--- src/rtl/timer_multi.sv ---
// Multi-channel down-counting timer. Each channel reloads or stops on expiry
// and emits a one-cycle registered trigger pulse.
module timer_multi #(
  parameter int unsigned WIDTH    = 5,
  parameter int unsigned CHANNELS = 2,
  parameter int unsigned SEL_W    = 1
) (
  input  logic                      clk,
  input  logic                      reset,
  input  logic [CHANNELS-1:0]       enable,
  input  logic                      valid,
  input  logic [SEL_W-1:0]          sel,
  input  logic [WIDTH-1:0]          value,
  input  logic                      mode,
  output logic [CHANNELS-1:0]       trigger,
  output logic [CHANNELS*WIDTH-1:0] count,
  output logic [CHANNELS-1:0]       busy
);

  localparam logic [WIDTH-1:0] One = WIDTH'(1);

  for (genvar i = 0; i < CHANNELS; i++) begin : g_ch
    // A select outside 0..CHANNELS-1 matches no channel, so it is ignored.
    localparam logic [SEL_W-1:0] Idx = SEL_W'(i);

    logic [WIDTH-1:0] count_q, count_d;
    logic [WIDTH-1:0] reload_q, reload_d;
    logic             mode_q, mode_d;
    logic             trigger_q, trigger_d;
    logic             load;

    assign load = valid && (sel == Idx);

    always_comb begin
      count_d   = count_q;
      reload_d  = reload_q;
      mode_d    = mode_q;
      trigger_d = 1'b0;
      if (load) begin
        // A load wins over an expiry in the same cycle; no trigger then.
        count_d  = value;
        reload_d = value;
        mode_d   = mode;
      end else if (enable[i]) begin
        if (count_q == One) begin
          trigger_d = 1'b1;
          count_d   = mode_q ? reload_q : '0;
        end else if (count_q != '0) begin
          count_d = count_q - One;
        end
      end
    end

    always_ff @(posedge clk) begin
      if (!reset) begin
        count_q   <= '0;
        reload_q  <= '0;
        mode_q    <= 1'b0;
        trigger_q <= 1'b0;
      end else begin
        count_q   <= count_d;
        reload_q  <= reload_d;
        mode_q    <= mode_d;
        trigger_q <= trigger_d;
      end
    end

    assign count[i*WIDTH +: WIDTH] = count_q;
    assign trigger[i]              = trigger_q;
    assign busy[i]                 = |count_q;
  end

endmodule

--- config.mk ---
export PLATFORM = sky130hd
export DESIGN_NAME = timer_multi
export DESIGN_NICKNAME = d
export VERILOG_FILES = /design/src/rtl/timer_multi.sv
export SDC_FILE = /design/constraint.sdc
export NUM_CORES = 1
export LEC_CHECK = 0
export BUFFER_PORTS_ARGS = -buffer_cell sky130_fd_sc_hd__buf_4
export CORE_UTILIZATION = 54
export DETAILED_ROUTE_END_ITERATION = 8
export PLACE_DENSITY = 0.78
export SLEW_MARGIN = 20
export SYNTH_ARGS = -nofsm -noshare
export SYNTH_HDL_FRONTEND = slang
export SYNTH_SLANG_ARGS = --single-unit
--- constraint.sdc ---
create_clock -name clk -period 2.2 [get_ports clk]
set_clock_uncertainty 0.15 [all_clocks]
set_input_delay 0.11 -clock clk [delete_from_list [all_inputs] [get_ports clk]]
set_output_delay 0.11 -clock clk [all_outputs]
set_load 0.03 [all_outputs]
==> results_dict.tcl, run 1 <==
set metrics [dict create \
    status "completed" \
    intPower_uw 795 \
    start_util 0.588 \
    avgSynthCellArea_um2 8.47 \
    sw_frac_of_total 0.370 \
    worstSetupStartpointType "flop" \
    async_flop_share 0 \
    syn_to_final_growth_pct 23.7 \
    max_cap_violations 0 \
    die_area_um2 2680 \
    firstDrtPassIters 4 \
    synth_area_leaders "dfxtp_1, nand2_1, ha_1, a21oi_1, nor4b_4" \
    setup_viol 0 \
    postRouteAntennaNets 0 \
    combPwrFrac 0.384 \
    yosysSeqAreaShare 0.359 \
    postCtsSetupBuffers 0 \
    vias_per_cell 5.74 \
    cts_buffers 3 \
    drc_errors 0 \
    synth_top_cell_by_area "dfxtp_1" \
    reg2reg_depth 6 \
    slowest_stage "or4b_4" \
    path_clk_slew_ps 140 \
    clock.fmax_mhz 493 \
    place_worst_setup_slack_ps 219 \
    crit_chain "inv_1 -> ha_1 -> or4b_4 -> o21a_4 -> o211a_1 -> o32ai_2" \
    r2r_slack_ps 170 \
    crit_family "compound AO/OA/AOI/OAI gates" \
    utilization 0.728 \
    tns_ps 0 \
    holdPathStages 4 \
    leakage_nw 0.676 \
    seq_power_share 0.421 \
    critPathKind "flop to flop" \
    yosysWarnings 0 \
    hpwl_um 2160 \
    synth_area_um2 1340 \
    clockBufferDepth 2 \
    cts_tree "built" \
    gp_congestion 0.905 \
    syn-num-nets 176 \
    wl_um 3130 \
    wl_per_cell_um 14.4 \
    synth-edff-count 0 \
    insertion_delay_ps 320 \
    synth_common_cells "nand2_1, dfxtp_1, a21oi_1" \
    die_w_um 51.8 \
    track_usage 0.255 \
    vias 1251 \
    synth_top_area_share 0.359 \
    hold_path_class "input port to flop" \
    synthCells 158 \
    drt-initial-drc-count 37 \
    core_area_um2 2280 \
    worst-path-stages 6 \
    gr-total-overflow 0 \
    report.final.slew_viol_count 0 \
    cp.arrival_ps 2130 \
    ctsHtreeMaxLevel 1 \
    grt_max_degree 16 \
    grt_pass1_vias 1085 \
    p_clk_frac 0.195 \
    rsz0062_at_grt "false" \
    cts_sinks 24 \
    antenna_found_initial 0 \
    ys_types 42 \
    worst-path-buf-inv 1 \
    synth.most_common_cell "nand2_1" \
    fin_ws_ps 173 \
    worstSetupEndpointType "flop" \
    crit_path_max_fanout 6 \
    power.switching_uw 468 \
    die_y_um 51.8 \
    core.rowCount 17 \
    cp.required_ps 2300 \
    fin_nets 209 \
    final.min_clock_period_ps 2030 \
    grt_pass1_wl_um 5090 \
    io_pins 26 \
    cts_root_buffer "clkbuf_4" \
    worst_pin_slew_ps 498 \
    ys_ff_latch 24 \
    cpPeakStageDelay_ps 480 \
    vdd_drop_max_mv 0.555 \
    ys_dominant_reg_cell "dfxtp_1" \
    insertedDiodeCount 0 \
    drive_gt1_frac 0.211 \
    power.density_nw_per_um2 762 \
    io_buffers 25 \
    fin_crit_sh 0.921 \
    finalHoldViolCount 0 \
    relSlewSlack 0.667 \
]
[tightest hold or removal path, delay by kind of cell]
family          cells  cell delay [ps]
simple gates        2              200
buf+inv             1              100
compound gates      1               50
[power by group through the flow]
stage / registers (mW) / clock network, mW / logic (mW)
floorplan: 0.583 / 0 / 0.283
global placement: 0.537 / 0 / 0.459
detailed placement: 0.540 / 0 / 0.466
CTS: 0.530 / 0.247 / 0.483
global route: 0.539 / 0.265 / 0.528
finish: 0.531 / 0.246 / 0.485
[area by class of cell]
type | instances | area [um^2]
clock buffer | 4 | 36.3
inverter | 7 | 26.3
timing repair buffer | 35 | 285
tap | 28 | 35.0
multi-input combinational | 120 | 793
sequential | 24 | 480
fill | 181 | 619
[flip-flops by register name (all words and copies together) (netlist names)]
name,count
g_ch.mode_q,2
g_ch.trigger_q,2
g_ch.count_q,10
g_ch.reload_q,10
[worst paths after layout]
check	startpoint	to
worst max-delay path	g_ch[1].count_q[0]	g_ch[1].count_q[1]
worst min register to register	g_ch[0].reload_q[3]	g_ch[0].reload_q[3]
worst min-delay path	sel	g_ch[0].reload_q[2]
worst max register to register	g_ch[1].count_q[0]	g_ch[1].count_q[1]
[layer usage]
metal  share of wire  vias to the layer above  GRT usage
met2            0.45                       37      0.400
li1                -                      635          -
met3           0.040                        4     0.0263
met1            0.49                      575      0.359
met5               0                        -          0
met4           0.016                        0     0.0946
[metrics by stage]
step | power [mW] | instances | instance area (um^2) | hold WS [ps]
global route | 1.33 | 218 | 1660 | 23.9
detailed placement | 1.01 | 205 | 1530 | 228
finish | 1.26 | 218 | 1660 | 12.5
floorplan | 0.866 | 158 | 1340 | 96.0
CTS | 1.26 | 218 | 1660 | 6.16
global placement | 0.996 | 205 | 1530 | 222
[repair_timing]
action / in CTS / in global routing
gates resized for setup: 0 / 0
endpoints found under the hold margin: 23 / 0
hold buffers: 9 / 0
[cell families (layout without fill, tap and decap cells)]
kind of cell | after synthesis | after routing | synth area share
AND/OR/NAND/NOR | 67 | 67 | 0.286
AO/OA/AOI/OAI | 44 | 44 | 0.229
flip-flops | 24 | 24 | 0.359
buffers and inverters | 14 | 46 | 0.0486
adder cells (fa/ha/maj) | 6 | 6 | 0.0561
multiplexers | 2 | 2 | 0.0150
XOR/XNOR | 1 | 1 | 0.00654
[layout by cell type (no fill, tap or decap), drive strengths merged, types with 2 or more instances in the layout]
cell type	n
nand2	28
buf	26
dfxtp	24
a21oi	12
o21ai	10
dlygate4sd3	9
inv	7
nand3	6
ha	6
and2	5
nor2	5
nand2b	5
a31oi	5
nor3	4
clkbuf	4
o32ai	3
or4b	2
nor4b	2
and4	2
mux2i	2
a311oi	2
nor2b	2
and3	2
o31ai	2
a21boi	2
Note: power is estimated with default switching activity, not from simulation.
==> run 2, diff against run 1 <==
--- a/config.mk
+++ b/config.mk
@@ -8,7 +8,7 @@
 export BUFFER_PORTS_ARGS = -buffer_cell sky130_fd_sc_hd__buf_4
 export CORE_UTILIZATION = 54
 export DETAILED_ROUTE_END_ITERATION = 8
-export PLACE_DENSITY = 0.78
+export PLACE_DENSITY = 0.83
 export SLEW_MARGIN = 20
 export SYNTH_ARGS = -nofsm -noshare
 export SYNTH_HDL_FRONTEND = slang
==> run 2 against run 1 <==
- non-clock buffer count is 3 higher
- flip-flop and latch count stayed put
- maximum frequency is 0.30% lower
- largest cell class unchanged
- global-route usage is 0.83 points lower
==> results_dict.tcl, run 2 (same netlist as run 1, synthesis figures left out) <==
set metrics [dict create \
    status "completed" \
    grt_pass1_wl_um 4920 \
    worstSetupStartpointType "flop" \
    crit_path_start "g_ch[1].count_q[0]" \
    die_y_um 51.8 \
    fillers 169 \
    layout_common_cells "nand2_1, buf_4, dfxtp_1" \
    fin_ws_ps 167 \
    drive_gt1_frac 0.207 \
    tns_ps 0 \
    start_util 0.588 \
    layout_commonest_cell "nand2_1" \
    min_to "g_ch[0].reload_q[0]" \
    power.total_mw 1.25 \
    rsz0062_at_grt "false" \
    grt_max_degree 16 \
    drc_errors 0 \
    utilization 0.741 \
    antenna_found_initial 0 \
    io_pins 26 \
    place_worst_setup_slack_ps 224 \
    insertion_delay_ps 320 \
    ctsHtreeMaxLevel 1 \
    max_cap_violations 0 \
    syn_to_final_growth_pct 26.0 \
    vdd_drop_max_mv 0.457 \
    cts-resized-gates 0 \
    cts_root_buffer "clkbuf_4" \
    fin_nets 212 \
    insertedDiodeCount 0 \
    track_usage 0.247 \
    wl_per_cell_um 13.7 \
    fin_crit_sh 0.924 \
    grt_pass1_vias 1084 \
    critPathKind "flop to flop" \
    clockBufferDepth 2 \
    firstDrtPassIters 5 \
    final.min_clock_period_ps 2030 \
    cp.arrival_ps 2120 \
    hpwl_um 2140 \
    drt-initial-drc-count 42 \
    cts_buffers 3 \
    die_w_um 51.8 \
    power.density_nw_per_um2 743 \
    vias 1268 \
    path_clk_slew_ps 130 \
    dp.cells 204 \
    core.rowCount 17 \
    report.final.slew_viol_count 0 \
    fin_cells 221 \
    reg2reg_from "g_ch[1].count_q[0]" \
    gr-total-overflow 0 \
    postRouteAntennaNets 0 \
    relSlewSlack 0.658 \
    cts_tree "built" \
    holdPathStages 4 \
    die_area_um2 2680 \
    io_buffers 25 \
    crit_path_max_fanout 6 \
    cts_sinks 24 \
    finalHoldViolCount 0 \
    leakage_nw 0.687 \
    worstSetupEndpointType "flop" \
    hold_path_class "input port to flop" \
    worst_pin_slew_ps 511 \
    largest_registers "g_ch.count_q: 10 flops, g_ch.reload_q: 10 flops" \
    vias_per_cell 5.74 \
    cp.required_ps 2280 \
    clock.fmax_mhz 492 \
    wl_um 3030 \
    r2r_slack_ps 170 \
    min_from "sel" \
    setup_viol 0 \
    r2r-end "g_ch[1].count_q[1]" \
    reg2reg_depth 6 \
    core_area_um2 2280 \
    gp_congestion 0.897 \
]
==> run 2: changes by cell type in the layout (fill, tap and decap cells not counted) <==
cell / delta
dlygate4sd3_1: +3
==> run 2: repair_timing <==
item | CTS | global route
setup buffers | 0 | 1
endpoints found under the setup margin | 0 | 1
hold buffers | 12 | 0
hold endpoints to repair | 23 | 0
==> run 2: final cells by class <==
cell class | count | area (um^2) | share of cell area
Sequential cell | 24 | 480 | 0.285
Multi-Input combinational cell | 120 | 793 | 0.470
Inverter | 7 | 26.3 | 0.0156
Clock buffer | 4 | 36.3 | 0.0215
Tap cell | 28 | 35.0 | 0.0208
Timing Repair Buffer | 38 | 315 | 0.187
==> run 2: worst max-delay path: stages (launching register included) <==
cell     delay [ps]
dfxtp_1         350
inv_1           150
ha_1            190
or4b_4          480
o21a_4          240
o211a_1         140
o32ai_2         240
==> run 2: report_power, final <==
part | switching, mW | leakage (nW) | internal [mW] | total, mW
Combinational | 0.267 | 0.469 | 0.222 | 0.489
Sequential | 0.0567 | 0.197 | 0.474 | 0.530
Clock | 0.132 | 0.0210 | 0.101 | 0.233
Total | 0.455 | 0.687 | 0.797 | 1.25
==> run 2: metrics by stage <==
step           hold WS (ps)  area (um^2)
4_1_cts                31.9         1680
3_3_place_gp            225         1520
6_report               40.3         1690
2_1_floorplan          96.0         1340
5_1_grt                64.3         1690
3_5_place_dp            238         1520
==> run 2: worst max-delay path by stage <==
stage                                     to  slack [ps]
after CTS                 g_ch[1].count_q[1]         200
after global placement    g_ch[1].count_q[0]         300
after floorplan           g_ch[1].count_q[1]          90
final                     g_ch[1].count_q[1]         170
after detailed placement  g_ch[1].count_q[1]         220
after global routing      g_ch[1].count_q[0]          40
==> run 2: per-layer routing <==
layer,track usage,up-vias,wire length [um]
met3,0.0439,6,168
met4,0.0811,0,46
met5,0,-,0
met2,0.372,46,1360
li1,-,638,-
met1,0.353,578,1450
==> run 3, diff against run 2 <==
--- a/config.mk
+++ b/config.mk
@@ -6,9 +6,9 @@
 export NUM_CORES = 1
 export LEC_CHECK = 0
 export BUFFER_PORTS_ARGS = -buffer_cell sky130_fd_sc_hd__buf_4
-export CORE_UTILIZATION = 54
+export CORE_UTILIZATION = 49
 export DETAILED_ROUTE_END_ITERATION = 8
-export PLACE_DENSITY = 0.83
+export PLACE_DENSITY = 0.8
 export SLEW_MARGIN = 20
 export SYNTH_ARGS = -nofsm -noshare
 export SYNTH_HDL_FRONTEND = slang
==> constraint.sdc (replaced) <==
create_clock -name clk -period 1.8 [get_ports clk]
set_clock_uncertainty 0.15 [all_clocks]
set_input_delay 0.09 -clock clk [delete_from_list [all_inputs] [get_ports clk]]
set_output_delay 0.09 -clock clk [all_outputs]
set_load 0.03 [all_outputs]
==> run 3 against run 2 <==
- the flow now finishes with violations (setup timing)
- cell area grew 15%
- sequential share of layout area is 2.6 points lower
- core utilization increased by 2.5 points
- routed wire length is 21% higher
- non-clock buffer count grew 18
- critical path type unchanged
- largest power group is now combinational logic
==> results_dict.tcl, run 3 (same netlist as run 1, synthesis figures left out) <==
set metrics [dict create \
    power.density_nw_per_um2 935 \
    cts_buffers 3 \
    violations "setup timing" \
    report.final.slew_viol_count 0 \
    track_usage 0.255 \
    worstSetupEndpointType "flop" \
    max_cap_violations 0 \
    die_area_um2 2950 \
    drc_errors 0 \
    drt-initial-drc-count 58 \
    dp.cells 214 \
    antenna_found_initial 0 \
    worstSetupStartpointType "flop" \
    clock.fmax_mhz 533 \
    vias 1400 \
    wl_um 3660 \
    grt_pass1_wl_um 5390 \
    syn_to_final_growth_pct 44.3 \
    insertion_delay_ps 320 \
    fin_nets 230 \
    fin_cells 241 \
    core_area_um2 2520 \
    cts_root_buffer "clkbuf_4" \
    io_pins 26 \
    fin_ws_ps -75.6 \
    wl_per_cell_um 15.2 \
    cts_sinks 24 \
    gr-total-overflow 0 \
    grt_max_degree 16 \
    hpwl_um 2290 \
    critPathKind "flop to flop" \
    postRouteAntennaNets 0 \
    cp.arrival_ps 1990 \
    fin_crit_sh 1.04 \
    firstDrtPassIters 4 \
    r2r_slack_ps -80 \
    largest_registers "g_ch.count_q: 10 flops, g_ch.reload_q: 10 flops" \
    final.min_clock_period_ps 1880 \
    finalHoldViolCount 0 \
    grt_pass1_vias 1217 \
    worst_pin_slew_ps 494 \
    vdd_drop_max_mv 1.05 \
    rsz0062_at_grt "true" \
    ctsHtreeMaxLevel 1 \
    clockBufferDepth 2 \
    layout_commonest_cell "buf_4" \
    leakage_nw 0.797 \
    die_w_um 54.3 \
    core.rowCount 18 \
    crit_path_max_fanout 5 \
    hold_path_class "input port to flop" \
    setup_viol 6 \
    vias_per_cell 5.81 \
    path_clk_slew_ps 130 \
    insertedDiodeCount 0 \
    relSlewSlack 0.671 \
    gp_congestion 0.886 \
    power.total_mw 1.81 \
    cts_tree "built" \
    drive_gt1_frac 0.365 \
    layout_common_cells "buf_4, nand2_1, dfxtp_1" \
    cp.required_ps 1910 \
    start_util 0.531 \
    die_y_um 54.3 \
    status "finished, violations left" \
    io_buffers 25 \
]
[run 3: cell type report]
type	count	area (um^2)
Inverter	7	33.8
Clock inverter	1	30.0
Multi-Input combinational cell	120	853
Sequential cell	24	500
Clock buffer	3	22.5
Timing Repair Buffer	56	454
Fill cell	173	591
Tap cell	30	37.5
[run 3: critical path, cell delays in order, from the launching register on]
cell	delay [ps]
dfxtp_4	380
inv_4	60
ha_2	210
nor4b_4	300
buf_4	210
nand3_1	100
a31oi_1	210
o221a_2	200
[run 3: final timing paths]
path                                          start             endpoint  depth (start not counted)
worst max-delay path             g_ch[0].count_q[1]   g_ch[0].count_q[2]                          7
worst min-delay path                            sel  g_ch[0].reload_q[0]                          4
worst max register to register   g_ch[0].count_q[1]   g_ch[0].count_q[2]                          7
worst min register to register  g_ch[1].reload_q[1]  g_ch[1].reload_q[1]                          2
[run 3: power breakdown]
group          internal (mW)  switching [mW]  total (mW)
sequential             0.587          0.0628       0.650
clock                  0.225           0.159       0.384
combinational          0.376           0.396       0.771
[run 3: through the flow]
step	TNS (ps)	instance area [um^2]	hold WS, ps	util	setup WS (ps)
after floorplan	-277	1390	76.0	-	-93.5
after global placement	0	1630	203	0.647	25.1
after detailed placement	-101	1630	207	0.647	-52.9
after CTS	-32.2	1860	16.6	0.738	-32.2
after global routing	-896	1930	59.3	0.766	-131
final	-307	1930	19.5	0.766	-75.6
[run 3: timing repair]
| action | CTS | global route |
|---|---|---|
| pin swaps | 3 | 3 |
| hold buffers | 12 | 0 |
| endpoints found under the hold margin | 23 | 0 |
| buffers inserted | 7 | 4 |
| setup endpoints to repair | 9 | 11 |
| resized for setup | 1 | 10 |
| gates cloned | 0 | 0 |
[run 3: metal layers]
metal	up-vias	GRT usage	part of all wire
met4	0	0.0556	0.010
li1	679	-	-
met1	662	0.350	0.44
met2	53	0.402	0.50
met5	-	0	0
met3	6	0.0611	0.053
